$ cat config.mk
export PLATFORM = sky130hd
export DESIGN_NAME = div_flat
export DESIGN_NICKNAME = d
export VERILOG_FILES = /design/src/rtl/div_pkg.sv /design/src/rtl/div_if.sv /design/src/rtl/div.sv /design/src/flat_wrapper.sv
export SDC_FILE = /design/constraint.sdc
export NUM_CORES = 1
export LEC_CHECK = 0
export BUFFER_PORTS_ARGS = -buffer_cell sky130_fd_sc_hd__buf_2
export CORE_ASPECT_RATIO = 1.5
export CORE_MARGIN = 2
export CORE_UTILIZATION = 50
export DETAILED_ROUTE_END_ITERATION = 10
export PLACE_DENSITY_LB_ADDON = 0.12
export SYNTH_ARGS = -nofsm -noshare
export SYNTH_HDL_FRONTEND = slang
export SYNTH_SLANG_ARGS = --single-unit
$ cat constraint.sdc
create_clock -name clk -period 3.5 [get_ports clk]
set_clock_uncertainty 0.05 [all_clocks]
set_input_delay 0.525 -clock clk [delete_from_list [all_inputs] [get_ports clk]]
set_output_delay 0.525 -clock clk [all_outputs]
set_load 0.01 [all_outputs]
$ cat src/rtl/div_pkg.sv
// rtl/div_pkg.sv - shared FSM encodings and handshake constants for the multi-cycle divider
package div_pkg;

    localparam int DIV_DATA_W = 32;

    typedef enum logic [1:0] {
        DIV_FREE   = 2'b00,
        DIV_BYZERO = 2'b01,
        DIV_ON     = 2'b10,
        DIV_END    = 2'b11
    } div_state_e;

    localparam logic DIV_START            = 1'b1;
    localparam logic DIV_STOP             = 1'b0;
    localparam logic DIV_RESULT_READY     = 1'b1;
    localparam logic DIV_RESULT_NOT_READY = 1'b0;

endpackage

$ cat src/rtl/div_if.sv
// rtl/div_if.sv - EX-to-divider request/result bundle; optional div_by_zero_o under DIV_ZERO_FLAG_EN
interface div_if #(
    parameter int DATA_W = 32
);
    logic                  signed_div_i;
    logic [DATA_W-1:0]     opdata1_i;
    logic [DATA_W-1:0]     opdata2_i;
    logic                  start_i;
    logic                  annul_i;
    logic [2*DATA_W-1:0]   result_o;
    logic                  ready_o;
`ifdef DIV_ZERO_FLAG_EN
    logic                  div_by_zero_o;
`endif

    modport master (
        output signed_div_i, opdata1_i, opdata2_i, start_i, annul_i,
`ifdef DIV_ZERO_FLAG_EN
        input  div_by_zero_o,
`endif
        input  result_o, ready_o
    );

    modport slave (
        input  signed_div_i, opdata1_i, opdata2_i, start_i, annul_i,
`ifdef DIV_ZERO_FLAG_EN
        output div_by_zero_o,
`endif
        output result_o, ready_o
    );

endinterface

$ cat src/rtl/div.sv
// rtl/div.sv - radix-2 restoring DIV/DIVU, one quotient bit per clock; DIV_ZERO_FLAG_EN adds div_by_zero_o
module div
    import div_pkg::*;
#(
    parameter int DATA_W = DIV_DATA_W
) (
    input  logic clk,
    input  logic rst,
    div_if.slave bus
);

    localparam int CNT_W = $clog2(DATA_W) + 1;

    div_state_e              r_state;
    logic [CNT_W-1:0]        r_cnt;
    logic [2*DATA_W:0]       r_dividend;
    logic [DATA_W-1:0]       r_divisor;
    logic                    r_neg_quo;
    logic                    r_neg_rem;
    logic [2*DATA_W-1:0]     r_result;
    logic                    r_ready;

    logic [DATA_W:0]         w_t;
    logic [DATA_W-1:0]       w_op1_abs;
    logic [DATA_W-1:0]       w_op2_abs;
    logic [DATA_W-1:0]       w_quo;
    logic [DATA_W-1:0]       w_rem;
    logic                    w_op1_neg;
    logic                    w_op2_neg;

    assign w_op1_neg = bus.signed_div_i & bus.opdata1_i[DATA_W-1];
    assign w_op2_neg = bus.signed_div_i & bus.opdata2_i[DATA_W-1];
    assign w_op1_abs = w_op1_neg ? ({DATA_W{1'b0}} - bus.opdata1_i) : bus.opdata1_i;
    assign w_op2_abs = w_op2_neg ? ({DATA_W{1'b0}} - bus.opdata2_i) : bus.opdata2_i;

    // Trial subtract; the extra top bit is the borrow that rejects the step.
    assign w_t = {1'b0, r_dividend[2*DATA_W-1:DATA_W]} - {1'b0, r_divisor};

    assign w_quo = r_neg_quo ? ({DATA_W{1'b0}} - r_dividend[DATA_W-1:0])
                             : r_dividend[DATA_W-1:0];
    assign w_rem = r_neg_rem ? ({DATA_W{1'b0}} - r_dividend[2*DATA_W:DATA_W+1])
                             : r_dividend[2*DATA_W:DATA_W+1];

    always_ff @(posedge clk) begin
        if (rst) begin
            r_state    <= DIV_FREE;
            r_cnt      <= '0;
            r_dividend <= '0;
            r_divisor  <= '0;
            r_neg_quo  <= 1'b0;
            r_neg_rem  <= 1'b0;
            r_result   <= '0;
            r_ready    <= DIV_RESULT_NOT_READY;
        end else begin
            case (r_state)
                DIV_FREE: begin
                    r_result <= '0;
                    r_ready  <= DIV_RESULT_NOT_READY;
                    if (bus.start_i == DIV_START && !bus.annul_i) begin
                        if (bus.opdata2_i == '0) begin
                            r_state <= DIV_BYZERO;
                        end else begin
                            r_state    <= DIV_ON;
                            r_cnt      <= '0;
                            r_dividend <= {{DATA_W{1'b0}}, w_op1_abs, 1'b0};
                            r_divisor  <= w_op2_abs;
                            r_neg_quo  <= w_op1_neg ^ w_op2_neg;
                            r_neg_rem  <= w_op1_neg;
                        end
                    end
                end
                DIV_BYZERO: begin
                    r_state  <= DIV_END;
                    r_result <= '0;
                    r_ready  <= DIV_RESULT_READY;
                end
                DIV_ON: begin
                    if (bus.annul_i) begin
                        r_state  <= DIV_FREE;
                        r_result <= '0;
                        r_ready  <= DIV_RESULT_NOT_READY;
                    end else if (r_cnt != CNT_W'(DATA_W)) begin
                        if (w_t[DATA_W]) begin
                            r_dividend <= {r_dividend[2*DATA_W-1:0], 1'b0};
                        end else begin
                            r_dividend <= {w_t[DATA_W-1:0], r_dividend[DATA_W-1:0], 1'b1};
                        end
                        r_cnt <= r_cnt + CNT_W'(1);
                    end else begin
                        r_state  <= DIV_END;
                        r_result <= {w_rem, w_quo};
                        r_ready  <= DIV_RESULT_READY;
                    end
                end
                DIV_END: begin
                    if (bus.start_i == DIV_STOP) begin
                        r_state  <= DIV_FREE;
                        r_result <= '0;
                        r_ready  <= DIV_RESULT_NOT_READY;
                    end
                end
                default: r_state <= DIV_FREE;
            endcase
        end
    end

    assign bus.result_o = r_result;
    assign bus.ready_o  = r_ready;

`ifdef DIV_ZERO_FLAG_EN
    logic r_div_by_zero;

    // Rises together with ready_o on the zero-divisor path, drops when END is left.
    always_ff @(posedge clk) begin
        if (rst) begin
            r_div_by_zero <= 1'b0;
        end else if (r_state == DIV_BYZERO) begin
            r_div_by_zero <= 1'b1;
        end else if (r_state == DIV_END && bus.start_i == DIV_STOP) begin
            r_div_by_zero <= 1'b0;
        end
    end

    assign bus.div_by_zero_o = r_div_by_zero;
`else
    // Without the flag a zero divisor shows only as a zero result with short latency.
`endif

endmodule

$ cat src/flat_wrapper.sv
// flat-port wrapper written by rule: the top's interface ports become plain ports
module div_flat import div_pkg::*;
#(
    parameter int DATA_W = DIV_DATA_W
)
  (clk, rst, bus_signed_div_i, bus_opdata1_i, bus_opdata2_i, bus_start_i, bus_annul_i, bus_result_o, bus_ready_o);
  div_if #(.DATA_W(DATA_W)) bus_i ();
  input  logic clk;
  input  logic rst;
  input wire logic [$bits(bus_i.signed_div_i)-1:0] bus_signed_div_i;
  input wire logic [$bits(bus_i.opdata1_i)-1:0] bus_opdata1_i;
  input wire logic [$bits(bus_i.opdata2_i)-1:0] bus_opdata2_i;
  input wire logic [$bits(bus_i.start_i)-1:0] bus_start_i;
  input wire logic [$bits(bus_i.annul_i)-1:0] bus_annul_i;
  output wire logic [$bits(bus_i.result_o)-1:0] bus_result_o;
  output wire logic [$bits(bus_i.ready_o)-1:0] bus_ready_o;
  assign bus_i.signed_div_i = bus_signed_div_i;
  assign bus_i.opdata1_i = bus_opdata1_i;
  assign bus_i.opdata2_i = bus_opdata2_i;
  assign bus_i.start_i = bus_start_i;
  assign bus_i.annul_i = bus_annul_i;
  assign bus_result_o = bus_i.result_o;
  assign bus_ready_o = bus_i.ready_o;
  div #(.DATA_W(DATA_W)) u_core (.clk(clk), .rst(rst), .bus(bus_i));
endmodule
==> flow_summary.json <==
{
  "cts_tree": "built",
  "setup_tns_ps": 0,
  "die_x_um": 123,
  "gr-total-overflow": 0,
  "layout.nets": 1634,
  "synth_edf_count": 0,
  "p_leak_nw": 5.13,
  "drtIter0Drc": 665,
  "cts_max_level": 4,
  "r2r_setup_slack_ps": 110,
  "max_slew.worst_pin.slew_ps": 1160,
  "clkSinkCount": 172,
  "crit_top_cell": "or4_4",
  "max_freq_ghz": 0.295,
  "cp.required_ps": 3780,
  "initial_core_util": 0.508,
  "hold_viol": 0,
  "clockBufferDepth": 2,
  "row_count": 65,
  "maxSlewHeadroom": 0.226,
  "wirelength_um": 27700,
  "rsz0062_at_grt": "no",
  "async_flop_share": 0,
  "ios": 134,
  "n_antenna_cell": 0,
  "top_layer": "met4",
  "layout-drive-gt1-share": 0.159,
  "avgRoutedWirePerCell_um": 15.4,
  "ant_nets": 0,
  "startpoint_type": "flip-flop",
  "drc": 0,
  "grt_max_degree": 74,
  "netlist_top_cells_area": "dfxtp_1 32%, xnor2_1 8.0%, nand2_1 6.5%",
  "core_um2": 21000,
  "antenna_found_initial": 0,
  "root_buffer": "clkbuf_16",
  "cts_post_setup_buffers_inserted": 0,
  "max_stage_delay_ps": 530,
  "wl_met3_um": 981,
  "ys_warn_count": 0,
  "numCtsBuffers": 17,
  "avgSynthCellArea_um2": 7.70,
  "via_count": 10000,
  "holdPathEnd": "u_core.r_divisor[0]$_SDFFE_PP0P_",
  "synth_ff_type": "dfxtp_1",
  "cp_max_fo": 4,
  "ir_drop_uv": 378,
  "cp_cell_sequence": "or4_4, or2_4, or4_4, or4_4, or3_4, or3_4, o31ai_4, xnor2_1, a22o_1",
  "grt_usage": 0.250,
  "min_path_cells": 3,
  "area_growth_pct": 17.4,
  "whs_ps": 303,
  "finalCritPeriodShare": 0.969,
  "clk_pin_slew_ps": 60,
  "setup_viol": 0,
  "yosysSeqAreaShare": 0.323,
  "cts_hold_buf": 0,
  "status": "completed",
  "place_hpwl_um": 21300,
  "worstReg2RegStart": "u_core.r_dividend[38]$_SDFFE_PP0P_",
  "route.met2.wl_um": 14700,
  "first_pass_iters": 5,
  "syn_nets": 1497,
  "gp_congestion": 0.896,
  "maxCapViolCount": 0,
  "synth_largest_area_cell": "dfxtp_1",
  "critPathCaptureType": "flip-flop",
  "viasPerCell": 5.56,
  "drt-met1-wl_um": 11400,
  "period_needed_ps": 3390,
  "rr_worst_depth": 9,
  "critPathArrivalTime_ps": 3670,
  "syn_inst": 1384,
  "synthDistinctLibCells": 56,
  "hp-start": "bus_opdata2_i[0]",
  "die_h_um": 183,
  "critPathSlowestCell": "or4_4",
  "synth_top_area_frac": 0.323,
  "port_buffers": 133,
  "synth_area_um2": 10700,
  "dieArea_um2": 22500,
  "crit_start": "u_core.r_dividend[38]$_SDFFE_PP0P_",
  "maxSlewViolCount": 0,
  "hp-class": "primary input to flip-flop",
  "grt_pass1_vias": 9543,
  "cts_resized": 0,
  "path_class": "flip-flop to flip-flop",
  "insertion_delay_ps": 440,
  "grt_pass1_wl_um": 45200,
  "synth-seq-cells": 172,
  "rr_endpoint": "u_core.bus.result_o[61]$_SDFFE_PP0P_",
  "p_per_area_nw_per_um2": 531
}
metrics by stage:
step	worst slack, ps	cells	util	total power (W)	area [um2]
CTS	73.2	1802	0.595	0.00668	12500
detailed placement	-38.2	1770	0.569	0.00486	11900
global route	1.88	1802	0.596	0.00707	12500
floorplan	98.4	1384	-	0.00409	10700
finish	109	1802	0.596	0.00664	12500
global placement	31.3	1770	0.569	0.00484	11900
power by group:
part	internal, W	total, W	switching, W	leakage [nW]
logic	0.00103	0.00252	0.00149	3.47
clock network	0.00101	0.00181	0.000797	0.269
registers	0.00213	0.00231	0.000178	1.39
logic make-up (layout without fill, tap and decap cells):
| family | after synthesis | in the layout | synth area share |
|---|---|---|---|
| compound gates | 413 | 413 | 0.247 |
| xor+xnor | 150 | 150 | 0.123 |
| fa+ha+maj | 44 | 44 | 0.0524 |
| buf+inv | 131 | 281 | 0.0463 |
| flops | 172 | 172 | 0.323 |
| mux | 9 | 9 | 0.00846 |
| simple gates | 465 | 465 | 0.199 |
synthesized netlist by cell type, types with 29 or more instances:
cell type / instances
a211oi_1: 35
a21oi_1: 116
a22oi_1: 33
clkbuf_1: 65
dfxtp_1: 172
ha_1: 43
inv_1: 57
nand2_1: 184
nor2_1: 134
nor3_1: 29
o21ai_0: 107
xnor2_1: 97
xor2_1: 53
cell usage in the layout, fill, tap and decap left out, types with 6 or more instances in the layout:
cell type / instances
inv_1: 57
buf_4: 54
xor2_1: 53
a211oi_1: 35
nor2b_1: 11
dfxtp_1: 172
nand2b_1: 16
o211ai_1: 8
nor3_1: 28
o21a_1: 6
o41ai_1: 12
o31ai_1: 22
mux2i_1: 9
a32oi_1: 6
buf_12: 6
nand2_1: 184
o21ai_0: 107
a31oi_1: 8
and3_1: 7
a21o_1: 8
buf_2: 132
or4_1: 12
clkbuf_16: 17
or3_1: 14
nor2_1: 131
xnor2_1: 97
nor4_1: 10
nand3_1: 15
nand4_1: 7
a22oi_1: 32
a21oi_1: 116
ha_1: 42
a22o_1: 27
metal layers:
layer / vias to the layer above / global-route usage
met3: 44 / 0.0386
met5: - / 0
met2: 214 / 0.463
met4: 0 / 0.0923
met1: 4587 / 0.281
li1: 5181 / -
registers in the layout (all words and copies together), names as in the netlist:
| name | cells |
|---|---|
| u_core.r_dividend | 65 |
| u_core.bus.result_o | 64 |
| u_core.r_divisor | 32 |
| u_core.r_cnt | 6 |
| u_core.r_state | 2 |
| u_core.bus.ready_o | 1 |
| u_core.r_neg_quo | 1 |
| u_core.r_neg_rem | 1 |
cell type report:
| type | instances | area [um2] |
|---|---|---|
| Inverter | 57 | 214 |
| Timing Repair Buffer | 192 | 1190 |
| Clock inverter | 11 | 95.1 |
| Tap cell | 268 | 335 |
| Multi-Input combinational cell | 1081 | 6770 |
| Fill cell | 2000 | 8480 |
| Clock buffer | 21 | 460 |
| Sequential cell | 172 | 3440 |
worst max-delay path, delay by kind of cell (launching register included):
family,cells,cell delay [ps]
flops,1,310
xor+xnor,1,80
simple gates,6,2490
compound gates,2,360
how the worst max path moves through the flow:
stage | end | slack [ps] | cells after the start
after floorplan | u_core.r_dividend[10]$_SDFFE_PP0P_ | 100 | 11
after global placement | u_core.r_cnt[5]$_SDFFE_PP0P_ | 30 | 11
after detailed placement | u_core.r_cnt[4]$_SDFFE_PP0P_ | -40 | 11
after CTS | u_core.bus.result_o[61]$_SDFFE_PP0P_ | 70 | 9
after global routing | u_core.bus.result_o[61]$_SDFFE_PP0P_ | 2 | 9
final | u_core.bus.result_o[61]$_SDFFE_PP0P_ | 110 | 9
Power figures use the tool's default switching activity.
